`src/rtl/display_scan_controller_if.sv`:
```
// Frame-load handshake and multiplexed 7-segment drive signals of the display scan controller.
interface display_scan_controller_if;
  logic        load_valid;
  logic        load_ready;
  logic [15:0] load_data;
  logic [3:0]  dp_sel;
  logic        blank_lz;
  logic [3:0]  num_out;
  logic        dp_n;
  logic [3:0]  digit_en_n;
  logic        err;

  modport master (
    output load_valid, load_data, dp_sel, blank_lz,
    input  load_ready, num_out, dp_n, digit_en_n, err
  );

  modport slave (
    input  load_valid, load_data, dp_sel, blank_lz,
    output load_ready, num_out, dp_n, digit_en_n, err
  );
endinterface

```
`src/rtl/display_scan_controller.sv`:
```
// Four-digit multiplexed 7-segment scan controller: a double-buffered frame is copied to the
// active set at frame boundaries only, with leading-zero blanking and a sticky non-BCD flag.
module display_scan_controller #(
  parameter int unsigned REFRESH_DIV = 50000
) (
  input  logic                      clk,
  input  logic                      reset,
  display_scan_controller_if.slave  bus
);

  localparam int unsigned PW = (REFRESH_DIV > 1) ? $clog2(REFRESH_DIV) : 1;
  localparam logic [PW-1:0] PRESC_LAST = PW'(REFRESH_DIV - 1);

  typedef struct packed {
    logic [15:0] data;
    logic [3:0]  dp;
    logic        blz;
  } frame_t;

  typedef enum logic {IDLE, SCAN} state_t;

  state_t        state_q;
  frame_t        pend_q, act_q, in_frame;
  logic          pend_full_q, pend_full_d;
  logic          ready_q;
  logic          err_q;
  logic [PW-1:0] presc_q;
  logic [1:0]    idx_q;
  logic [3:0]    num_q;
  logic          dp_n_q;
  logic [3:0]    en_n_q;
  logic          bad_nib;
  logic [3:0]    nib;
  logic [3:0]    blank;
  logic          accept;
  logic          tick;
  logic          copy;

  // Non-BCD nibbles are stored as zero and flagged.
  always_comb begin
    in_frame      = '0;
    in_frame.dp   = bus.dp_sel;
    in_frame.blz  = bus.blank_lz;
    bad_nib       = 1'b0;
    nib           = 4'd0;
    for (int i = 0; i < 4; i++) begin
      nib = bus.load_data[4*i +: 4];
      if (nib > 4'd9) begin
        bad_nib = 1'b1;
      end else begin
        in_frame.data[4*i +: 4] = nib;
      end
    end
  end

  // A digit is blanked when it and every digit to its left are zero; digit0 always shows.
  always_comb begin
    blank    = 4'b0000;
    blank[3] = act_q.blz && (act_q.data[15:12] == 4'd0);
    blank[2] = blank[3] && (act_q.data[11:8] == 4'd0);
    blank[1] = blank[2] && (act_q.data[7:4] == 4'd0);
  end

  always_comb begin
    accept      = bus.load_valid && ready_q;
    tick        = (presc_q == PRESC_LAST);
    copy        = pend_full_q && ((state_q == IDLE) ||
                                  (tick && (idx_q == 2'd3)));
    pend_full_d = pend_full_q;
    if (accept) begin
      pend_full_d = 1'b1;
    end else if (copy) begin
      pend_full_d = 1'b0;
    end
  end

  always_ff @(posedge clk or posedge reset) begin
    if (reset) begin
      state_q     <= IDLE;
      pend_q      <= '0;
      act_q       <= '0;
      pend_full_q <= 1'b0;
      ready_q     <= 1'b1;
      err_q       <= 1'b0;
      presc_q     <= '0;
      idx_q       <= 2'd0;
      num_q       <= 4'd0;
      dp_n_q      <= 1'b1;
      en_n_q      <= 4'b1111;
    end else begin
      pend_full_q <= pend_full_d;
      ready_q     <= ~pend_full_d;
      err_q       <= err_q | (accept & bad_nib);
      if (accept) begin
        pend_q <= in_frame;
      end
      if (copy) begin
        act_q <= pend_q;
      end

      unique case (state_q)
        IDLE: begin
          num_q  <= 4'd0;
          dp_n_q <= 1'b1;
          en_n_q <= 4'b1111;
          if (pend_full_q) begin
            state_q <= SCAN;
            idx_q   <= 2'd0;
            presc_q <= '0;
          end
        end
        SCAN: begin
          presc_q <= tick ? '0 : presc_q + PW'(1);
          if (tick) begin
            idx_q <= idx_q + 2'd1;
          end
          // Drive reflects the idx/active values held before this edge.
          if (blank[idx_q]) begin
            num_q  <= 4'd0;
            dp_n_q <= 1'b1;
            en_n_q <= 4'b1111;
          end else begin
            num_q  <= act_q.data[{idx_q, 2'b00} +: 4];
            dp_n_q <= ~act_q.dp[idx_q];
            en_n_q <= ~(4'b0001 << idx_q);
          end
        end
        default: state_q <= IDLE;
      endcase
    end
  end

  assign bus.load_ready = ready_q;
  assign bus.num_out    = num_q;
  assign bus.dp_n       = dp_n_q;
  assign bus.digit_en_n = en_n_q;
  assign bus.err        = err_q;

endmodule

```
`src/flat_wrapper.sv`:
```
// flat-port wrapper written by rule: the top's interface ports become plain ports
module display_scan_controller_flat 
#(
  parameter int unsigned REFRESH_DIV = 50000
)
  (clk, reset, bus_load_valid, bus_load_data, bus_dp_sel, bus_blank_lz, bus_load_ready, bus_num_out, bus_dp_n, bus_digit_en_n, bus_err);
  display_scan_controller_if bus_i ();
  input  logic clk;
  input  logic reset;
  input wire logic [$bits(bus_i.load_valid)-1:0] bus_load_valid;
  input wire logic [$bits(bus_i.load_data)-1:0] bus_load_data;
  input wire logic [$bits(bus_i.dp_sel)-1:0] bus_dp_sel;
  input wire logic [$bits(bus_i.blank_lz)-1:0] bus_blank_lz;
  output wire logic [$bits(bus_i.load_ready)-1:0] bus_load_ready;
  output wire logic [$bits(bus_i.num_out)-1:0] bus_num_out;
  output wire logic [$bits(bus_i.dp_n)-1:0] bus_dp_n;
  output wire logic [$bits(bus_i.digit_en_n)-1:0] bus_digit_en_n;
  output wire logic [$bits(bus_i.err)-1:0] bus_err;
  assign bus_i.load_valid = bus_load_valid;
  assign bus_i.load_data = bus_load_data;
  assign bus_i.dp_sel = bus_dp_sel;
  assign bus_i.blank_lz = bus_blank_lz;
  assign bus_load_ready = bus_i.load_ready;
  assign bus_num_out = bus_i.num_out;
  assign bus_dp_n = bus_i.dp_n;
  assign bus_digit_en_n = bus_i.digit_en_n;
  assign bus_err = bus_i.err;
  display_scan_controller #(.REFRESH_DIV(REFRESH_DIV)) u_core (.clk(clk), .reset(reset), .bus(bus_i));
endmodule
```
`config.mk`:
```
export PLATFORM = sky130hd
export DESIGN_NAME = display_scan_controller_flat
export DESIGN_NICKNAME = d
export VERILOG_FILES = /design/src/rtl/display_scan_controller_if.sv /design/src/rtl/display_scan_controller.sv /design/src/flat_wrapper.sv
export SDC_FILE = /design/constraint.sdc
export NUM_CORES = 1
export LEC_CHECK = 0
export BUFFER_PORTS_ARGS = -buffer_cell sky130_fd_sc_hd__buf_2
export CAP_MARGIN = 25
export CORE_ASPECT_RATIO = 1.75
export CORE_UTILIZATION = 55
export DETAILED_ROUTE_END_ITERATION = 16
export PLACE_DENSITY = 0.82
export SYNTH_ARGS = -nofsm -noshare
export SYNTH_HDL_FRONTEND = slang
export SYNTH_SLANG_ARGS = --single-unit
export TNS_END_PERCENT = 50
```
`constraint.sdc`:
```
create_clock -name clk -period 3.2 [get_ports clk]
set_input_delay 0.64 -clock clk [delete_from_list [all_inputs] [get_ports clk]]
set_output_delay 0.64 -clock clk [all_outputs]
set_load 0.02 [all_outputs]
```
# Word level (Yosys, flattened, before mapping)
# Cells that the tools add are included.
[totals] wordCells=73 ff_bits=73
[classes] shifts=2 order_cmp=5 eq_ne=4 bitwise_logic=6 addsub=2 n_mux=28 reduce_logical=11
[ops] operator="$mux 16" count=2
[ops] operator="$pmux 16 s2" count=1
[ops] operator="$mux 4" count=6
[ops] operator="$add 16x1->16 const B" count=1
[ops] operator="$eq 16x16->1 const B" count=1
[ops] operator="$gt 4x4->1 const B" count=4
[ops] operator="$pmux 4 s2" count=2
[ops] operator="$shiftx 16x5->4" count=1
[ops] operator="$logic_not 4->1" count=3
[ops] operator="$mux 1" count=11
[ops] operator="$logic_and 1x1->1" count=6
[ops] operator="$bmux 1 s2" count=2
[ops] operator="$mux 2" count=2
[ops] operator="$not 4->4" count=1
[ops] operator="$pmux 2 s2" count=1
[ops] operator="$shl 1x2->4 const A" count=1
[ops] operator="$lt 2x3->1 const B" count=1
[ops] operator="$not 1->1" count=3
[ops] operator="$add 2x1->2 const B" count=1
[ops] operator="$eq 2x2->1 const B" count=1
[ops] operator="$ne 2x1->1 const B" count=1
[ops] operator="$ne 2x2->1 const B" count=1
[ops] operator="$pmux 1 s2" count=1
[ops] operator="$reduce_and 2->1" count=1
[ops] operator="other kinds (3)" count=3

# Logic depth before layout (Yosys ltp)
# Gate-level depths: netlist of run 1.
[depth] ltp_word=8 mapped_depth=7 mapped_depth_nobuf=5

# Worst setup path after synthesis of run 1
# Ideal clock, no wire load.
[synth_path] path_kind="register to register" start="register u_core.presc_q[7]" end="register u_core.act_q[0] in the netlist's numbering" required_ns=3.075 path_stages_with_launch=7 setup_time_ns=0.125 arrival_time_ns=1.908 setup_slack_ns=1.167 synth_period_minus_slack_ns=2.033 path_buffers=2 path_cell_list="dfrtp_1 buf_6 or4_4 nor4_2 o21ai_2 buf_6 mux2_4"
[synth_between] elab_chain_cells=4
[synth_rtl] item="from (decl)" line="display_scan_controller.sv:27" text="logic [PW-1:0] presc_q;"
[synth_rtl] item="from (signal assigned)" line="display_scan_controller.sv:113" text="presc_q <= tick ? '0 : presc_q + PW'(1);"
[synth_rtl] item="$eq 16x16->1" line="display_scan_controller.sv:66" text="tick = (presc_q == PRESC_LAST);"
[synth_rtl] item="$logic_and 1x1->1" line="display_scan_controller.sv:68" text="(tick && (idx_q == 2'd3)));"
[synth_rtl] item="$logic_or 1x1->1" line="display_scan_controller.sv:67" text="copy = pend_full_q && ((state_q == IDLE) ||"
[synth_rtl] item="$logic_and 1x1->1" line="display_scan_controller.sv:67"
[synth_rtl] item="to (signal assigned)" line="display_scan_controller.sv:98" text="act_q <= pend_q;"
[synth_rtl] item="to (decl)" line="display_scan_controller.sv:23" text="frame_t pend_q, act_q, in_frame;"
# No other way between the ends.
# A chain may end at the register's enable or synchronous reset.

# Final worst setup path of run 1
[layout_path] start="register u_core.presc_q[7]" end="register u_core.presc_q[8]"
[layout_between] elab_chain_cells=3
[layout_rtl] item="$add 16x1->16 or $eq 16x16->1 (tied branches)" line="display_scan_controller.sv:113, display_scan_controller.sv:66"
[layout_rtl] item="$mux 16 *" line="display_scan_controller.sv:113"
[layout_rtl] item="$pmux 16 s2 *" line="display_scan_controller.sv:101" text="unique case (state_q)"
# Mark *: on every way between the ends. The rest lies on a longest branch, timed or not.

==> results of run 1 <==
[through the flow]
step / setup slack, ns / util
2_1_floorplan: 0.717 / -
3_3_place_gp: 0.981 / 0.614
3_5_place_dp: 0.921 / 0.614
4_1_cts: 0.889 / 0.656
5_1_grt: 0.749 / 0.656
6_report: 0.886 / 0.656
[synthesized netlist by cell type, drive strengths merged (6+ instances only)]
cell and instances:
a21oi 7, a22o 7, a31oi 7, and3 7
buf 6, clkbuf 8, dfrtp 67, dfstp 6
inv 6, mux2 27, nand2 30, nand2b 9
nand3 12, nor3 7, nor4 6, o21ai 24
[how the worst min path moves through the flow]
stage / startpoint / to / slack, ns / cells past startpoint
6_report: reset / u_core.presc_q[14] / 0.33 / 2
5_1_grt: reset / u_core.presc_q[10] / 0.36 / 2
3_5_place_dp: u_core.bus.err / u_core.bus.err / 0.44 / 1
2_1_floorplan: u_core.pend_q[10] / u_core.pend_q[10] / 0.45 / 2
4_1_cts: reset / u_core.presc_q[2] / 0.34 / 2
3_3_place_gp: u_core.bus.err / u_core.bus.err / 0.44 / 1
[cell families after synthesis]
family / Yosys count / share of synthesized area
compound gates: 55 / 0.102
xor+xnor: 3 / 0.00767
fa+ha+maj: 5 / 0.0183
buf+inv: 21 / 0.0340
flops: 73 / 0.536
mux: 34 / 0.149
simple gates: 95 / 0.153
[worst register-to-register path: stages (launching register included)]
cell     delay (ns)
dfrtp_1        0.47
or4_4          0.57
o41a_1         0.73
a41oi_1        0.36
a31oi_1        0.06
[power by group through the flow]
stage                     registers (mW)  clock network [mW]  logic, mW
final                               1.30               0.878      0.407
after global routing                1.32               0.934      0.461
after CTS                           1.29               0.886      0.412
after detailed placement            1.31                   0      0.407
after global placement              1.29                   0      0.389
after floorplan                     1.27                   0      0.319
[registers in the layout, indices dropped and copies added, names as in the netlist]
register	count
u_core.state_q	1
u_core.bus.digit_en_n	4
u_core.bus.load_ready	1
u_core.pend_q	21
u_core.bus.dp_n	1
u_core.pend_full_q	1
u_core.idx_q	2
u_core.presc_q	16
u_core.bus.err	1
u_core.act_q	21
u_core.bus.num_out	4
[cell type report]
class,count,area share
Sequential cell,73,0.472
Clock buffer,10,0.0354
Tap cell,78,0.0251
Multi-Input combinational cell,192,0.379
Timing Repair Buffer,37,0.0528
Inverter,7,0.00675
Clock inverter,6,0.0296
[per-layer routing]
metal	vias up	share of wire
met5	-	0
met4	0	0.030
met3	18	0.034
met2	64	0.55
met1	1155	0.39
li1	1115	-
==> results.tsv, run 1 <==
stage	metric	value	unit
floorplanning	Die W	61.7	µm
routing	wire per inst	16.5	µm
sta	f_max	432	MHz
power	sequential power share	0.502	
setup_path	Worst Setup EP	u_core.presc_q[8]	
sta	fin crit period	2.31	ns
power	Design Power	2.58	mW
setup_path	crit end category	flip-flop	
placed_design	placed cell count	387	
final_layout	Post-Layout Inst Area	0.00389	mm²
global_route	global routing's busiest layer	met2	
clocking	TritonCTS clock tree	built	
global_route	GR Util met3	0.0487	
sta	worst slew pin tran	0.814	ns
synthesis	Synth Cell Area	0.00342	mm²
global_route	GRT Total Usage	0.240	
setup_path	FF-to-FF setup slack	0.89	ns
sta	Setup TNS	0	ns
worst_hold_path	Hold WC Path Type	in -> async	
clocking	post_cts resized	0	
floorplanning	Initial Util	0.578	
synthesis	Synth area leader	dfrtp_1	
routing	DRT iter0 DRCs	108	
final_layout	area grow syn2layout	13.6	%
sta	Final setup viols	0	
routing	drt pass-1 iters	4	
synthesis	Netlist cell types	45	
routing	drc violations	0	
final_layout	Inserted Diodes	0	
setup_path	CP required	3.42	ns
power	VDD IR max	0.551	mV
sta	worst clock skew	0.00976	ns
setup_path	Worst path slowest cell	o41a_1	
routing	vias	2352	
final_layout	number of fill cells	493	
setup_path	Worst Path Buf+Inv	0	
clocking	clk buf depth	2	
status	status	completed	
synthesis	Synth top area share	0.490	
setup_path	R2R Path End	u_core.presc_q[8]	
setup_path	Critical Path AT	2.53	ns
synthesis	synth top area cells	dfrtp_1 49%, mux2_4 8.8%, dfstp_2 4.6%, mux4_2 3.3%, nand2_1 3.3%	
floorplanning	core area	0.00593	mm²
power	Leak	1.84	nW
global_route	initial antenna violation count	0	
clocking	root buffer cell	clkbuf_8	
power	pwr dens	664	mW/mm²
power	Int Power	1.89	mW
clocking	total CTS buffers	9	
global_route	GR Util met1	0.274	
routing	antenna-violating nets left	0	
floorplanning	die area	0.00656	mm²
synthesis	predominant post-synthesis flop cell	dfrtp_1	
routing	drt total wl	6660	µm
setup_path	critical path cell sequence	or4_4 -> o41a_1 -> a41oi_1 -> a31oi_1	
setup_path	Setup CP Type	reg -> reg	
sta	hold_ws	0.329	ns
clocking	# hold bufs at CTS	0	
synthesis	synthesized instance count	286	
synthesis	sequential area share after synthesis	0.536	
floorplanning	row cnt	37	
final_layout	commonest non-fill, non-tap cells in the layout	67 x dfrtp_1, 34 x buf_2, 30 x nand2_1, 21 x o21ai_0, 20 x mux2_4	
floorplanning	# IOs	35	
clocking	worst-skew pair later-pin latency	0.35	ns
setup_path	Crit path max-delay family	compound AO/OA/AOI/OAI gates	
setup_path	r2r worst-path depth	4	
final_layout	share of layout cells above drive strength 1	0.298	
job	Max-Cap Viols	0	
sta	Final Cycle Share	0.723	
setup_path	CP Max Fanout	21	
power	combinational power share	0.158	
setup_path	Crit Reg-Reg Startpoint	u_core.presc_q[7]	
routing	Via density	5.84	
sta	RSZ-0062 raised after global routing	no	
synthesis	Post-synth EDFFs	0	
final_layout	Seq. cell area	0.00183	mm²
synthesis	Mapped Nets	315	
synthesis	asr flop ratio synth	1.00	
placed_design	placed inst area	0.00364	mm²
placed_design	dpl hpwl	4790	µm
synthesis	Mean Syn Cell Area	12.0	µm²
global_route	gr ovfl total	0	
global_route	first-pass GRT wire length	11400	µm
floorplanning	Die H	106	µm
sta	Final Hold Fails	0	
final_layout	non-filler cells, final	403	
setup_path	stages on the worst setup path	4	
setup_path	Worst Setup SP	u_core.presc_q[7]	
global_route	GR Layer Usage met2	0.402	
power	clock group share of total power	0.340	
power	switching share of power	0.267	
setup_path	Max stage delay on crit path	0.73	ns
sta	Max transition margin	0.456	
placed_design	PortBufs	34	
clocking	Clock Pin Slew Worst Setup and Hold Paths	0.07	ns
clocking	H-tree levels	3	
clocking	clock sink count	73	
global_route	largest net degree at the start of global routing	52	
synthesis	Yosys warning count	0	
final_layout	area of the multi-input gates	0.00147	mm²
global_route	vias in the first global route	2435	
final_layout	commonest non-fill, non-tap cell in the layout	dfrtp_1	
setup_path	crit start category	flip-flop	
power	Sw Pwr	688	µW
clocking	post-CTS setup buffer count	0	
sta	Slew Viols, Final	0	
synthesis	Synth Register Bits	73	
placed_design	gpl congestion	0.903	
final_layout	Nets	349	
No activity file was read; power rests on OpenSTA's default activity.
==> inputs of run 2 (changes only) <==
==> constraint.sdc (replaced) <==
create_clock -name clk -period 2.3 [get_ports clk]
set_input_delay 0.46 -clock clk [delete_from_list [all_inputs] [get_ports clk]]
set_output_delay 0.46 -clock clk [all_outputs]
set_load 0.02 [all_outputs]
==> results.tsv, run 2 (synthesis results as in run 1) <==
stage	metric	value	unit
global_route	first-pass GRT wire length	11800	µm
sta	Max transition margin	0.442	
placed_design	placed inst area	0.00373	mm²
floorplanning	Die H	106	µm
clocking	worst-skew pair later-pin latency	0.34	ns
final_layout	share of layout cells above drive strength 1	0.313	
clocking	post_cts resized	0	
sta	Final setup viols	0	
setup_path	Worst path slowest cell	or4_4	
setup_path	CP required	2.52	ns
clocking	# hold bufs at CTS	0	
worst_hold_path	Hold WC Path Type	in -> async	
setup_path	Worst Path Buf+Inv	1	
routing	vias	2414	
clocking	root buffer cell	clkbuf_8	
sta	Final Worst Setup Slack	0.162	ns
power	Sw Pwr	939	µW
sta	fin crit period	2.14	ns
floorplanning	die area	0.00656	mm²
power	combinational power share	0.183	
placed_design	Setup WS pre-CTS	0.206	ns
final_layout	Inserted Diodes	0	
placed_design	PortBufs	34	
global_route	vias in the first global route	2605	
routing	drc violations	0	
job	Max-Cap Viols	0	
setup_path	crit start category	flip-flop	
routing	Metal-1 WL	2560	µm
sta	Setup TNS	0	ns
final_layout	Post-Layout Inst Area	0.00388	mm²
placed_design	placed cell count	397	
setup_path	Setup CP Type	reg -> reg	
setup_path	Max stage delay on crit path	0.54	ns
sta	f_max	468	MHz
sta	RSZ-0062 raised after global routing	no	
power	Leak	1.86	nW
floorplanning	Die W	61.7	µm
routing	drt pass-1 iters	4	
setup_path	crit end category	flip-flop	
power	Int Power	2.27	mW
setup_path	CP Max Fanout	21	
final_layout	non-filler cells, final	413	
routing	wire per inst	16.6	µm
power	pwr dens	826	mW/mm²
power	switching share of power	0.292	
setup_path	critical path cell sequence	or4_4 -> nor4_2 -> o21ai_2 -> buf_12 -> mux2_4	
clocking	H-tree levels	3	
routing	uppermost routed layer	met4	
sta	Final Hold Fails	0	
routing	antenna-violating nets left	0	
setup_path	Crit path max-delay family	simple AND/OR/NAND/NOR gates	
routing	Via density	5.85	
clocking	total CTS buffers	9	
clocking	TritonCTS clock tree	built	
routing	met2 WL	3820	µm
global_route	GRT Total Usage	0.250	
power	VDD IR max	0.886	mV
final_layout	commonest non-fill, non-tap cell in the layout	dfrtp_1	
power	clock group share of total power	0.259	
routing	WL met3	173	µm
global_route	initial antenna violation count	0	
clocking	Clock Pin Slew Worst Setup and Hold Paths	0.08	ns
power	sequential power share	0.558	
floorplanning	core area	0.00593	mm²
clocking	clock sink count	73	
clocking	post-CTS setup buffer count	0	
floorplanning	# IOs	35	
final_layout	Largest regs	u_core.act_q: 21 flops, u_core.pend_q: 21 flops, u_core.presc_q: 16 flops	
clocking	clk buf depth	2	
sta	Slew Viols, Final	0	
final_layout	area grow syn2layout	13.4	%
floorplanning	row cnt	37	
placed_design	dpl hpwl	5100	µm
placed_design	gpl congestion	0.871	
routing	drt total wl	6870	µm
sta	Final Cycle Share	0.930	
final_layout	commonest non-fill, non-tap cells in the layout	67 x dfrtp_1, 34 x buf_2, 30 x nand2_1, 21 x o21ai_0, 20 x mux2_4	
setup_path	Critical Path AT	2.36	ns
final_layout	Nets	359	
sta	worst clock skew	0.0109	ns
status	status	completed	
global_route	largest net degree at the start of global routing	74	
floorplanning	Initial Util	0.578	
sta	worst slew pin tran	0.835	ns
routing	DRT iter0 DRCs	151	
global_route	gr ovfl total	0	
## run 2: cell types whose count changed in the layout (fill, tap and decap cells not counted)
cell,before,now
buf_12,1,2
buf_4,2,11
bufinv_16,3,0
clkbuf_1,0,2
clkbuf_8,10,9
clkinv_2,0,5
clkinv_4,2,0
inv_2,1,0
## run 2: layer usage
metal,track usage,vias to the layer above
li1,-,1140
met1,0.278,1195
met2,0.429,54
met3,0.0401,25
met4,0.144,0
met5,0,-
## run 2: area by class of cell
type	instances	area, µm²
Fill cell	503	2040
Clock inverter	5	25.0
Timing Repair Buffer	47	293
Sequential cell	73	1830
Clock buffer	11	131
Inverter	7	30.0
Tap cell	78	97.6
Multi-Input combinational cell	192	1470
## run 2: power groups by stage
stage               logic, mW  registers (mW)  clock network, mW
floorplan               0.445            1.76                  0
global placement        0.563            1.79                  0
detailed placement      0.592            1.81                  0
CTS                     0.593            1.79              0.840
global route            0.660            1.83              0.889
finish                  0.586            1.79              0.831
## run 2: worst paths after layout
| path | depth (start not counted) | slack (ns) | startpoint | to |
|---|---|---|---|---|
| worst min-delay path | 3 | 0.19 | reset | u_core.presc_q[15] |
| worst min register to register | 1 | 0.46 | u_core.bus.err | u_core.bus.err |
| min in group clk | 2 | 0.35 | bus_dp_sel[0] | u_core.pend_q[1] |
| worst max register to register | 5 | 0.16 | u_core.presc_q[11] | u_core.act_q[10] |
| max in group asynchronous | 3 | 1.74 | reset | u_core.bus.load_ready |
| worst max-delay path | 5 | 0.16 | u_core.presc_q[11] | u_core.act_q[10] |
## run 2: worst register-to-register path: cells and delay by family, from the launching register on
kind	cells	cell delay, ns
AND/OR/NAND/NOR	2	0.97
buffers and inverters	1	0.19
AO/OA/AOI/OAI	1	0.12
flip-flops	1	0.43
multiplexers	1	0.31
## run 2: through the flow
| stage | hold WS [ns] | power, mW | utilization |
|---|---|---|---|
| 2_1_floorplan | 0.450 | 2.21 | - |
| 3_3_place_gp | 0.437 | 2.36 | 0.629 |
| 3_5_place_dp | 0.442 | 2.40 | 0.629 |
| 4_1_cts | 0.224 | 3.22 | 0.656 |
| 5_1_grt | 0.234 | 3.38 | 0.656 |
| 6_report | 0.195 | 3.21 | 0.656 |
==> inputs of run 3 (changes only) <==
--- a/config.mk
+++ b/config.mk
@@ -9,6 +9,7 @@
 export CAP_MARGIN = 25
 export CORE_ASPECT_RATIO = 1.75
 export CORE_UTILIZATION = 55
+export CTS_BUF_LIST = sky130_fd_sc_hd__clkbuf_8 sky130_fd_sc_hd__clkbuf_16
 export DETAILED_ROUTE_END_ITERATION = 16
 export PLACE_DENSITY = 0.82
 export SYNTH_ARGS = -nofsm -noshare
==> results.tsv, run 3 (synthesis results as in run 1) <==
stage	metric	value	unit
clocking	post-CTS setup buffer count	0	
setup_path	crit start category	flip-flop	
routing	wire per inst	16.7	µm
clocking	worst-skew pair later-pin latency	0.34	ns
worst_hold_path	Hold WC Path Type	in -> async	
clocking	Clock Pin Slew Worst Setup and Hold Paths	0.08	ns
sta	Slew Viols, Final	0	
setup_path	Worst Setup SP	u_core.presc_q[11]	
setup_path	r2r worst-path depth	5	
setup_path	Worst path slowest cell	or4_4	
sta	fin crit period	2.14	ns
setup_path	CP required	2.52	ns
clocking	# hold bufs at CTS	0	
routing	drc violations	0	
setup_path	stages on the worst setup path	5	
sta	f_max	468	MHz
setup_path	Setup CP Type	reg -> reg	
setup_path	critical path cell sequence	or4_4 -> nor4_2 -> o21ai_2 -> buf_12 -> mux2_4	
clocking	clock sink count	73	
sta	Max transition margin	0.441	
setup_path	R2R Path End	u_core.act_q[10]	
setup_path	Worst Path Buf+Inv	1	
setup_path	crit end category	flip-flop	
setup_path	Max stage delay on crit path	0.54	ns
routing	DRT iter0 DRCs	151	
setup_path	Worst Setup EP	u_core.act_q[10]	
setup_path	FF-to-FF setup slack	0.16	ns
final_layout	Inserted Diodes	0	
placed_design	PortBufs	34	
final_layout	Largest regs	u_core.act_q: 21 flops, u_core.pend_q: 21 flops, u_core.presc_q: 16 flops	
status	status	completed	
floorplanning	row cnt	37	
final_layout	Nets	359	
clocking	total CTS buffers	9	
clocking	post_cts resized	0	
setup_path	CP Max Fanout	21	
clocking	TritonCTS clock tree	built	
clocking	clk buf depth	2	
placed_design	gpl congestion	0.871	
sta	worst slew pin tran	0.836	ns
final_layout	share of layout cells above drive strength 1	0.313	
floorplanning	# IOs	35	
floorplanning	Initial Util	0.578	
clocking	H-tree levels	3	
placed_design	dpl hpwl	5100	µm
global_route	vias in the first global route	2605	
routing	vias	2414	
floorplanning	Die W	61.7	µm
sta	Final Cycle Share	0.930	
routing	antenna-violating nets left	0	
floorplanning	Die H	106	µm
sta	Final Hold Fails	0	
routing	drt total wl	6880	µm
final_layout	area grow syn2layout	13.4	%
job	Max-Cap Viols	0	
global_route	first-pass GRT wire length	11800	µm
power	Design Power	3.20	mW
setup_path	Crit Reg-Reg Startpoint	u_core.presc_q[11]	
sta	Setup TNS	0	ns
routing	Via density	5.85	
global_route	largest net degree at the start of global routing	74	
global_route	initial antenna violation count	0	
floorplanning	core area	0.00593	mm²
power	Leak	1.87	nW
power	VDD IR max	0.886	mV
final_layout	commonest non-fill, non-tap cells in the layout	67 x dfrtp_1, 34 x buf_2, 30 x nand2_1, 21 x o21ai_0, 20 x mux2_4	
final_layout	commonest non-fill, non-tap cell in the layout	dfrtp_1	
sta	worst clock skew	0.0120	ns
setup_path	Crit path max-delay family	simple AND/OR/NAND/NOR gates	
floorplanning	die area	0.00656	mm²
routing	drt pass-1 iters	4	
clocking	root buffer cell	clkbuf_8	
power	pwr dens	824	mW/mm²
sta	Final setup viols	0	
global_route	GRT Total Usage	0.250	
setup_path	Critical Path AT	2.36	ns
global_route	gr ovfl total	0	
sta	RSZ-0062 raised after global routing	no	
[run 3: cell count changes in the layout (fill, tap and decap cells not counted)]
cell,previous run,this run
inv_1,5,7
clkbuf_1,2,0
[run 3: per-stage QoR]
| step | worst slack, ns | std cells | util | area, µm² | hold WS, ns |
|---|---|---|---|---|---|
| finish | 0.161 | 413 | 0.656 | 3880 | 0.194 |
| global placement | 0.263 | 397 | 0.629 | 3730 | 0.437 |
| detailed placement | 0.206 | 397 | 0.629 | 3730 | 0.442 |
| CTS | 0.185 | 413 | 0.656 | 3880 | 0.224 |
| floorplan | 0.267 | 286 | - | 3430 | 0.450 |
| global route | 0.0673 | 413 | 0.656 | 3880 | 0.234 |
[run 3: worst register-to-register path: stages, from the launching register on]
cell,delay (ns)
dfrtp_1,0.43
or4_4,0.54
nor4_2,0.43
o21ai_2,0.12
buf_12,0.19
mux2_4,0.31
[run 3: routing by layer]
metal  global-route usage  vias to the layer above  wire [µm]
li1                     -                     1141          -
met2                0.429                       52       3820
met5                    0                        -          0
met3               0.0401                       25        171
met1                0.278                     1196       2570
met4                0.144                        0        312
[run 3: worst min path at each step]
stage	from	endpoint	slack, ns	depth (start not counted)
after floorplan	u_core.pend_q[10]	u_core.pend_q[10]	0.45	2
after global placement	u_core.bus.err	u_core.bus.err	0.44	1
after detailed placement	u_core.bus.err	u_core.bus.err	0.44	1
after CTS	reset	u_core.bus.num_out[2]	0.22	3
after global routing	reset	u_core.presc_q[15]	0.23	3
final	reset	u_core.presc_q[15]	0.19	3
[run 3: layout make-up]
type | count | area (µm²)
clock buffers | 9 | 124
clock inverters | 7 | 32.5
fillers | 503 | 2040
inverters | 7 | 30.0
multi-input cells | 192 | 1470
flip-flops and latches | 73 | 1830
well taps | 78 | 97.6
repair buffers | 47 | 293
[run 3: power breakdown]
part           internal [mW]  leakage [nW]  switching [mW]
clock network          0.374        0.0949           0.450
registers               1.57         0.933           0.220
logic                  0.317         0.839           0.270
